<file path="config.mk">
export PLATFORM = sky130hd
export DESIGN_NAME = mcu_spi_target
export DESIGN_NICKNAME = d
export VERILOG_FILES = /design/src/rtl/mcu_spi_pkg.sv /design/src/rtl/spi_sync_edge.sv /design/src/rtl/mcu_spi_target.sv
export SDC_FILE = /design/constraint.sdc
export NUM_CORES = 1
export LEC_CHECK = 0
export ABC_CLOCK_PERIOD_IN_PS = 2070
export CORE_AREA = 5 5 104 67
export DETAILED_ROUTE_END_ITERATION = 12
export DIE_AREA = 0 0 109 72
export PLACE_DENSITY_LB_ADDON = 0.3
export SLEW_MARGIN = 10
export SYNTH_ARGS = -nofsm -noshare
export SYNTH_HDL_FRONTEND = slang
export SYNTH_HIERARCHICAL = 1
export SYNTH_SLANG_ARGS = --single-unit
export TNS_END_PERCENT = 30
</file>
<file path="constraint.sdc">
create_clock -name clk -period 2.07 [get_ports clk]
set_clock_uncertainty 0.2 [all_clocks]
set_input_delay 0.414 -clock clk [delete_from_list [all_inputs] [get_ports clk]]
set_output_delay 0.414 -clock clk [all_outputs]
set_load 0.05 [all_outputs]
</file>
<file path="src/rtl/mcu_spi_pkg.sv">
// rtl/mcu_spi_pkg.sv - shared constants and types for the MCU SPI target
package mcu_spi_pkg;

    localparam logic [7:0] TGT_SYS = 8'h01;
    localparam logic [7:0] TGT_HID = 8'h02;
    localparam logic [7:0] TGT_OSD = 8'h03;
    localparam logic [7:0] TGT_SDC = 8'h04;

    typedef enum logic [1:0] {
        ST_IDLE,
        ST_TARGET,
        ST_COMMAND,
        ST_DATA
    } frame_state_e;

    typedef enum logic [2:0] {
        SEL_NONE,
        SEL_SYS,
        SEL_HID,
        SEL_OSD,
        SEL_SDC
    } tgt_sel_e;

    // Map a received target byte onto a destination; anything unknown is "none"
    function automatic tgt_sel_e decode_target(input logic [7:0] id);
        tgt_sel_e sel;
        sel = SEL_NONE;
        case (id)
            TGT_SYS: sel = SEL_SYS;
            TGT_HID: sel = SEL_HID;
            TGT_OSD: sel = SEL_OSD;
            TGT_SDC: sel = SEL_SDC;
            default: sel = SEL_NONE;
        endcase
        return sel;
    endfunction

endpackage

</file>
<file path="src/rtl/spi_sync_edge.sv">
// rtl/spi_sync_edge.sv - N-stage synchroniser with rise/fall detection
module spi_sync_edge #(
    parameter int   STAGES  = 2,
    parameter logic RST_VAL = 1'b0
) (
    input  logic clk,
    input  logic reset_n,
    input  logic d_i,
    output logic level_o,
    output logic rise_o,
    output logic fall_o
);

    logic [STAGES-1:0] sync_q;
    logic              prev_q;

    // Shift the asynchronous pin through the chain and keep the last settled level
    always_ff @(posedge clk or negedge reset_n) begin
        if (!reset_n) begin
            sync_q <= {STAGES{RST_VAL}};
            prev_q <= RST_VAL;
        end else begin
            sync_q <= {sync_q[STAGES-2:0], d_i};
            prev_q <= sync_q[STAGES-1];
        end
    end

    assign level_o = sync_q[STAGES-1];
    assign rise_o  = sync_q[STAGES-1] & ~prev_q;
    assign fall_o  = ~sync_q[STAGES-1] & prev_q;

endmodule

</file>
<file path="src/rtl/mcu_spi_target.sv">
// rtl/mcu_spi_target.sv - oversampled SPI target routing MCU bytes to control blocks
module mcu_spi_target
    import mcu_spi_pkg::*;
#(
    parameter int SYNC_STAGES = 2
) (
    input  logic       clk,
    input  logic       reset_n,
    input  logic       spi_ss_n,
    input  logic       spi_sclk,
    input  logic       spi_mosi,
    output logic       spi_miso,
    output logic       mcu_start,
    output logic [7:0] mcu_dout,
    output logic       mcu_sys_strobe,
    output logic       mcu_hid_strobe,
    output logic       mcu_osd_strobe,
    output logic       mcu_sdc_strobe,
    input  logic [7:0] mcu_sys_din,
    input  logic [7:0] mcu_hid_din,
    input  logic [7:0] mcu_osd_din,
    input  logic [7:0] mcu_sdc_din
);

    logic ss_level, ss_rise, ss_fall;
    logic sclk_level, sclk_rise, sclk_fall;
    logic mosi_level, mosi_rise, mosi_fall;

    // Chip select idles high, so its synchroniser resets high to avoid a false frame start
    spi_sync_edge #(.STAGES(SYNC_STAGES), .RST_VAL(1'b1)) u_sync_ss (
        .clk     (clk),
        .reset_n (reset_n),
        .d_i     (spi_ss_n),
        .level_o (ss_level),
        .rise_o  (ss_rise),
        .fall_o  (ss_fall)
    );

    spi_sync_edge #(.STAGES(SYNC_STAGES), .RST_VAL(1'b0)) u_sync_sclk (
        .clk     (clk),
        .reset_n (reset_n),
        .d_i     (spi_sclk),
        .level_o (sclk_level),
        .rise_o  (sclk_rise),
        .fall_o  (sclk_fall)
    );

    spi_sync_edge #(.STAGES(SYNC_STAGES), .RST_VAL(1'b0)) u_sync_mosi (
        .clk     (clk),
        .reset_n (reset_n),
        .d_i     (spi_mosi),
        .level_o (mosi_level),
        .rise_o  (mosi_rise),
        .fall_o  (mosi_fall)
    );

    // ss_rise implies ss_level, so the level alone drives the abort path
    logic unused_sync;
    assign unused_sync = ^{sclk_level, mosi_rise, mosi_fall, ss_rise};

    frame_state_e state_q, state_d;
    tgt_sel_e     tgt_q, tgt_d;
    logic [2:0]   bit_cnt_q, bit_cnt_d;
    logic [7:0]   rx_q, rx_d;
    logic [7:0]   tx_q, tx_d;
    logic [7:0]   dout_q, dout_d;
    logic         start_q, start_d;
    logic [3:0]   strobe_q, strobe_d;
    logic         load1_q, load1_d, load2_q, load2_d;
    logic         zero1_q, zero1_d, zero2_q, zero2_d;

    logic         in_frame, bit_rx, byte_done;
    logic [7:0]   rx_byte;
    logic [7:0]   reply;
    logic [3:0]   stb_sel;

    // Reply source and strobe bit for the currently latched target
    always_comb begin
        reply   = 8'h00;
        stb_sel = 4'b0000;
        case (tgt_q)
            SEL_SYS: begin reply = mcu_sys_din; stb_sel = 4'b0001; end
            SEL_HID: begin reply = mcu_hid_din; stb_sel = 4'b0010; end
            SEL_OSD: begin reply = mcu_osd_din; stb_sel = 4'b0100; end
            SEL_SDC: begin reply = mcu_sdc_din; stb_sel = 4'b1000; end
            default: begin reply = 8'h00;       stb_sel = 4'b0000; end
        endcase
    end

    assign in_frame  = (state_q != ST_IDLE);
    assign bit_rx    = in_frame && !ss_level && sclk_rise;
    assign byte_done = bit_rx && (bit_cnt_q == 3'd7);
    assign rx_byte   = {rx_q[6:0], mosi_level};

    // Frame sequencing, byte assembly, delivery and MISO shifter next-state
    always_comb begin
        state_d   = state_q;
        tgt_d     = tgt_q;
        bit_cnt_d = bit_cnt_q;
        rx_d      = rx_q;
        tx_d      = tx_q;
        dout_d    = dout_q;
        start_d   = start_q;
        strobe_d  = 4'b0000;
        load1_d   = 1'b0;
        load2_d   = load1_q;
        zero1_d   = 1'b0;
        zero2_d   = zero1_q;

        if (state_q == ST_IDLE && ss_fall) begin
            state_d   = ST_TARGET;
            tgt_d     = SEL_NONE;
            bit_cnt_d = 3'd0;
            rx_d      = 8'h00;
        end

        if (bit_rx) begin
            rx_d      = rx_byte;
            bit_cnt_d = bit_cnt_q + 3'd1;
        end

        if (byte_done) begin
            load1_d = 1'b1;
            zero1_d = (state_q == ST_TARGET);
            case (state_q)
                ST_TARGET: begin
                    tgt_d   = decode_target(rx_byte);
                    state_d = ST_COMMAND;
                end
                ST_COMMAND: begin
                    dout_d   = rx_byte;
                    start_d  = 1'b1;
                    strobe_d = stb_sel;
                    state_d  = ST_DATA;
                end
                ST_DATA: begin
                    dout_d   = rx_byte;
                    start_d  = 1'b0;
                    strobe_d = stb_sel;
                end
                default: ;
            endcase
        end

        // The fall that ends a byte (count already wrapped to 0) must not shift,
        // otherwise it would discard the MSB of the freshly loaded reply.
        if (load2_q) begin
            tx_d = zero2_q ? 8'h00 : reply;
        end else if (in_frame && !ss_level && sclk_fall && bit_cnt_q != 3'd0) begin
            tx_d = {tx_q[6:0], 1'b0};
        end

        // Deselect overrides everything, including a byte completing this cycle
        if (ss_level) begin
            state_d   = ST_IDLE;
            bit_cnt_d = 3'd0;
            tx_d      = 8'h00;
            strobe_d  = 4'b0000;
            load1_d   = 1'b0;
            load2_d   = 1'b0;
            zero1_d   = 1'b0;
            zero2_d   = 1'b0;
        end
    end

    // State and datapath registers
    always_ff @(posedge clk or negedge reset_n) begin
        if (!reset_n) begin
            state_q   <= ST_IDLE;
            tgt_q     <= SEL_NONE;
            bit_cnt_q <= 3'd0;
            rx_q      <= 8'h00;
            tx_q      <= 8'h00;
            dout_q    <= 8'h00;
            start_q   <= 1'b0;
            strobe_q  <= 4'b0000;
            load1_q   <= 1'b0;
            load2_q   <= 1'b0;
            zero1_q   <= 1'b0;
            zero2_q   <= 1'b0;
        end else begin
            state_q   <= state_d;
            tgt_q     <= tgt_d;
            bit_cnt_q <= bit_cnt_d;
            rx_q      <= rx_d;
            tx_q      <= tx_d;
            dout_q    <= dout_d;
            start_q   <= start_d;
            strobe_q  <= strobe_d;
            load1_q   <= load1_d;
            load2_q   <= load2_d;
            zero1_q   <= zero1_d;
            zero2_q   <= zero2_d;
        end
    end

    assign spi_miso       = tx_q[7];
    assign mcu_start      = start_q;
    assign mcu_dout       = dout_q;
    assign mcu_sys_strobe = strobe_q[0];
    assign mcu_hid_strobe = strobe_q[1];
    assign mcu_osd_strobe = strobe_q[2];
    assign mcu_sdc_strobe = strobe_q[3];

endmodule

</file>
==> impl_results.md <==
- GRT overflow: 0
- Setup CP Type: reg -> reg
- Syn nets: about 240
- Synth Warn #: 6
- Critical path fanouts, max: 12
- Worst slew margin: 0.668
- Vias: between 1500 and 2000
- Row Count: 22
- Ant diodes: 0
- Leak Pwr: 1.32 nW
- DR WL/cell: about 14 um
- Reg2Reg Depth: 6
- Clock Path Buffers: 2
- Input/output buffers: 50
- DP Wirelength: 3.62 mm
- Pwr per Cell Area: 590 mW/mm^2
- Synthesized area per cell: about 11 um^2
- Arrival time worst endpoint: 1.96 ns
- Period utilization: 0.947
- Power share of the combinational group: 0.074
- Pin count of the biggest net entering global routing: 49
- Via-to-Cell Ratio: roughly 4.8
- Cell Int Power: 1.39 mW
- P_sw: around 0.36 mW
- First-pass GRT wire length: around 8.0 mm
- Switching share of total power: 0.205
- Initial antenna violation count: 0
- Hold depth: 0
- WL final: 4.80 mm
- Mapped cell area: 0.00223 mm^2
- Critical path endpoint category: flip-flop
- Skew-Pair Late Insertion Delay: roughly 0.30 ns
- Clk sink count: 48
- Die span in y: 72 um
- GP Congestion: 0.788
- Final ANT Viol Nets: 0
- CTS clock-pin slew for the worst setup and hold paths: approximately 0.09 ns
- CP required: around 2.1 ns
- Status: finished clean
- Unrepaired setup endpoints after global routing: false
- TritonCTS Buffers: 5
- Root buffer cell: clkbuf_8
- Pwr Total: 1.75 mW
- CTS H-tree lvls: 2
- Worst Tran Pin Value: just under 0.5 ns
- Final Hold Fails: 0
- Area growth syn-to-layout: 33.1%
- Worst vdd ir: 0.000364 V
- F_max: just over 500 MHz
- 1st-iter DRT viols: 75
- Final std cells w/o fill: 343
- Maxcap violations: 0
- Die ar.: just under 0.008 mm^2
- TritonRoute pass-1 iters: 4
- Setup_tns: 0 ns
- Sequential share of power: 0.548
- Vias in the first global route: around 1600
- I/O Pins: a little over 50
- CTS tree: done
- Worst min path class: reg -> reg
- Nets@finish: roughly 300
- Core box area: about 0.0059 mm^2
- Post-route DRC: 0
- Starting density of the core: 0.376
- Share of cells above drive strength 1: 0.232
- Cells after Synth: just under 200
- Clk pwr share: 0.378
- Cells after DPL: 330
- Final max-slew violation count: 0
- Filler cell count: between 500 and 600
- Critical Path Source Type: flip-flop
- Gr usage total: 0.130
- Final Util: 0.501
- Period minus WS final: approximately 2.0 ns
- Setup-failing EPs final: 0
- Width of the die: 109 um
-- cell usage in the layout, fill, tap and decap left out --
cell	n
a211oi_1	1
nand3_1	2
nor3b_1	2
o221ai_1	7
nor2b_1	4
nand4_1	1
a311oi_1	1
o21ai_0	11
dfrtp_1	45
dlygate4sd3_1	1
a22o_1	2
ha_1	8
clkbuf_8	5
dfstp_2	3
o31a_2	1
buf_12	1
and3b_1	1
o21a_1	8
nor2_1	5
nor3_1	1
buf_2	1
clkbuf_1	2
buf_4	27
o21ai_4	1
and2_2	1
a21oi_1	2
and2b_2	6
nor4bb_2	1
nand2_1	38
or3b_2	1
a22oi_1	16
clkdlybuf4s50_1	35
mux2_2	3
nor3b_2	2
bufinv_16	1
inv_1	5
mux2_4	6
or4_1	1
-- power by group through the flow --
stage	registers, mW	logic (mW)	clock network, mW
floorplan	0.974	0.0308	0
global placement	0.978	0.125	0
detailed placement	0.978	0.128	0
CTS	0.960	0.130	0.686
global route	0.961	0.143	0.728
finish	0.959	0.129	0.661
-- metal layers --
| layer | global-route usage | vias to the layer above | part of all wire |
|---|---|---|---|
| met5 | 0 | - | 0 |
| li1 | - | 816 | - |
| met4 | 0.0378 | 0 | 0.011 |
| met1 | 0.196 | 808 | 0.51 |
| met3 | 0.0347 | 8 | 0.036 |
| met2 | 0.183 | 25 | 0.44 |
-- worst paths after layout --
kind,start,endpoint,slack (ns)
max in group asynchronous,reset_n,u_sync_ss/prev_q,0.96
max,bit_cnt_q[0],mcu_dout[7],0.11
min in group asynchronous,reset_n,mcu_dout[5],0.42
min,u_sync_sclk/sync_q[0],u_sync_sclk/sync_q[1],0.16
min reg2reg,u_sync_sclk/sync_q[0],u_sync_sclk/sync_q[1],0.16
max reg2reg,bit_cnt_q[0],mcu_dout[7],0.11
-- critical path, stage by stage (launching register included) --
cell and delay [ns]:
dfrtp_1 0.40, ha_1 0.21, ha_1 0.17, nor4bb_2 0.16, buf_4 0.16, o21ai_4 0.17
mux2_2 0.38
-- metrics by stage --
step | instance area (um^2) | hold WS (ns) | setup slack, ns
after floorplan | 2230 | -0.0816 | 0.128
after global placement | 2810 | 0.143 | 0.154
after detailed placement | 2810 | 0.143 | 0.0701
after CTS | 2930 | 0.162 | 0.0701
after global routing | 2960 | 0.163 | 0.0264
final | 2960 | 0.160 | 0.109
-- state kept, by name, summed over array words and instances, names as in the netlist --
name,cells
u_sync_sclk/sync_q,2
u_sync_mosi/sync_q,2
u_sync_ss/sync_q,2
strobe_q,4
u_sync_sclk/prev_q,1
rx_q,7
zero2_q,1
mcu_dout,8
load2_q,1
state_q,2
tgt_q,3
bit_cnt_q,3
u_sync_ss/prev_q,1
mcu_start,1
tx_q,8
zero1_q,1
load1_q,1
-- cell type report --
cell class	instances	area [um^2]	share of cell area
Clock buffer	7	76.3	0.0258
Clock inverter	1	30.0	0.0101
Inverter	5	18.8	0.00633
Multi-Input combinational cell	133	940	0.317
Sequential cell	48	1200	0.407
Tap cell	84	105	0.0355
Timing Repair Buffer	65	588	0.198
-- what timing repair did --
| action | 4_1_cts | 5_1_grt |
|---|---|---|
| resized for setup | 0 | 1 |
| endpoints found under the setup margin | 0 | 14 |
| endpoints found under the hold margin | 45 | 0 |
| hold buffers | 1 | 0 |
| buffers inserted | 0 | 4 |
(Power assumes the default switching activity.)
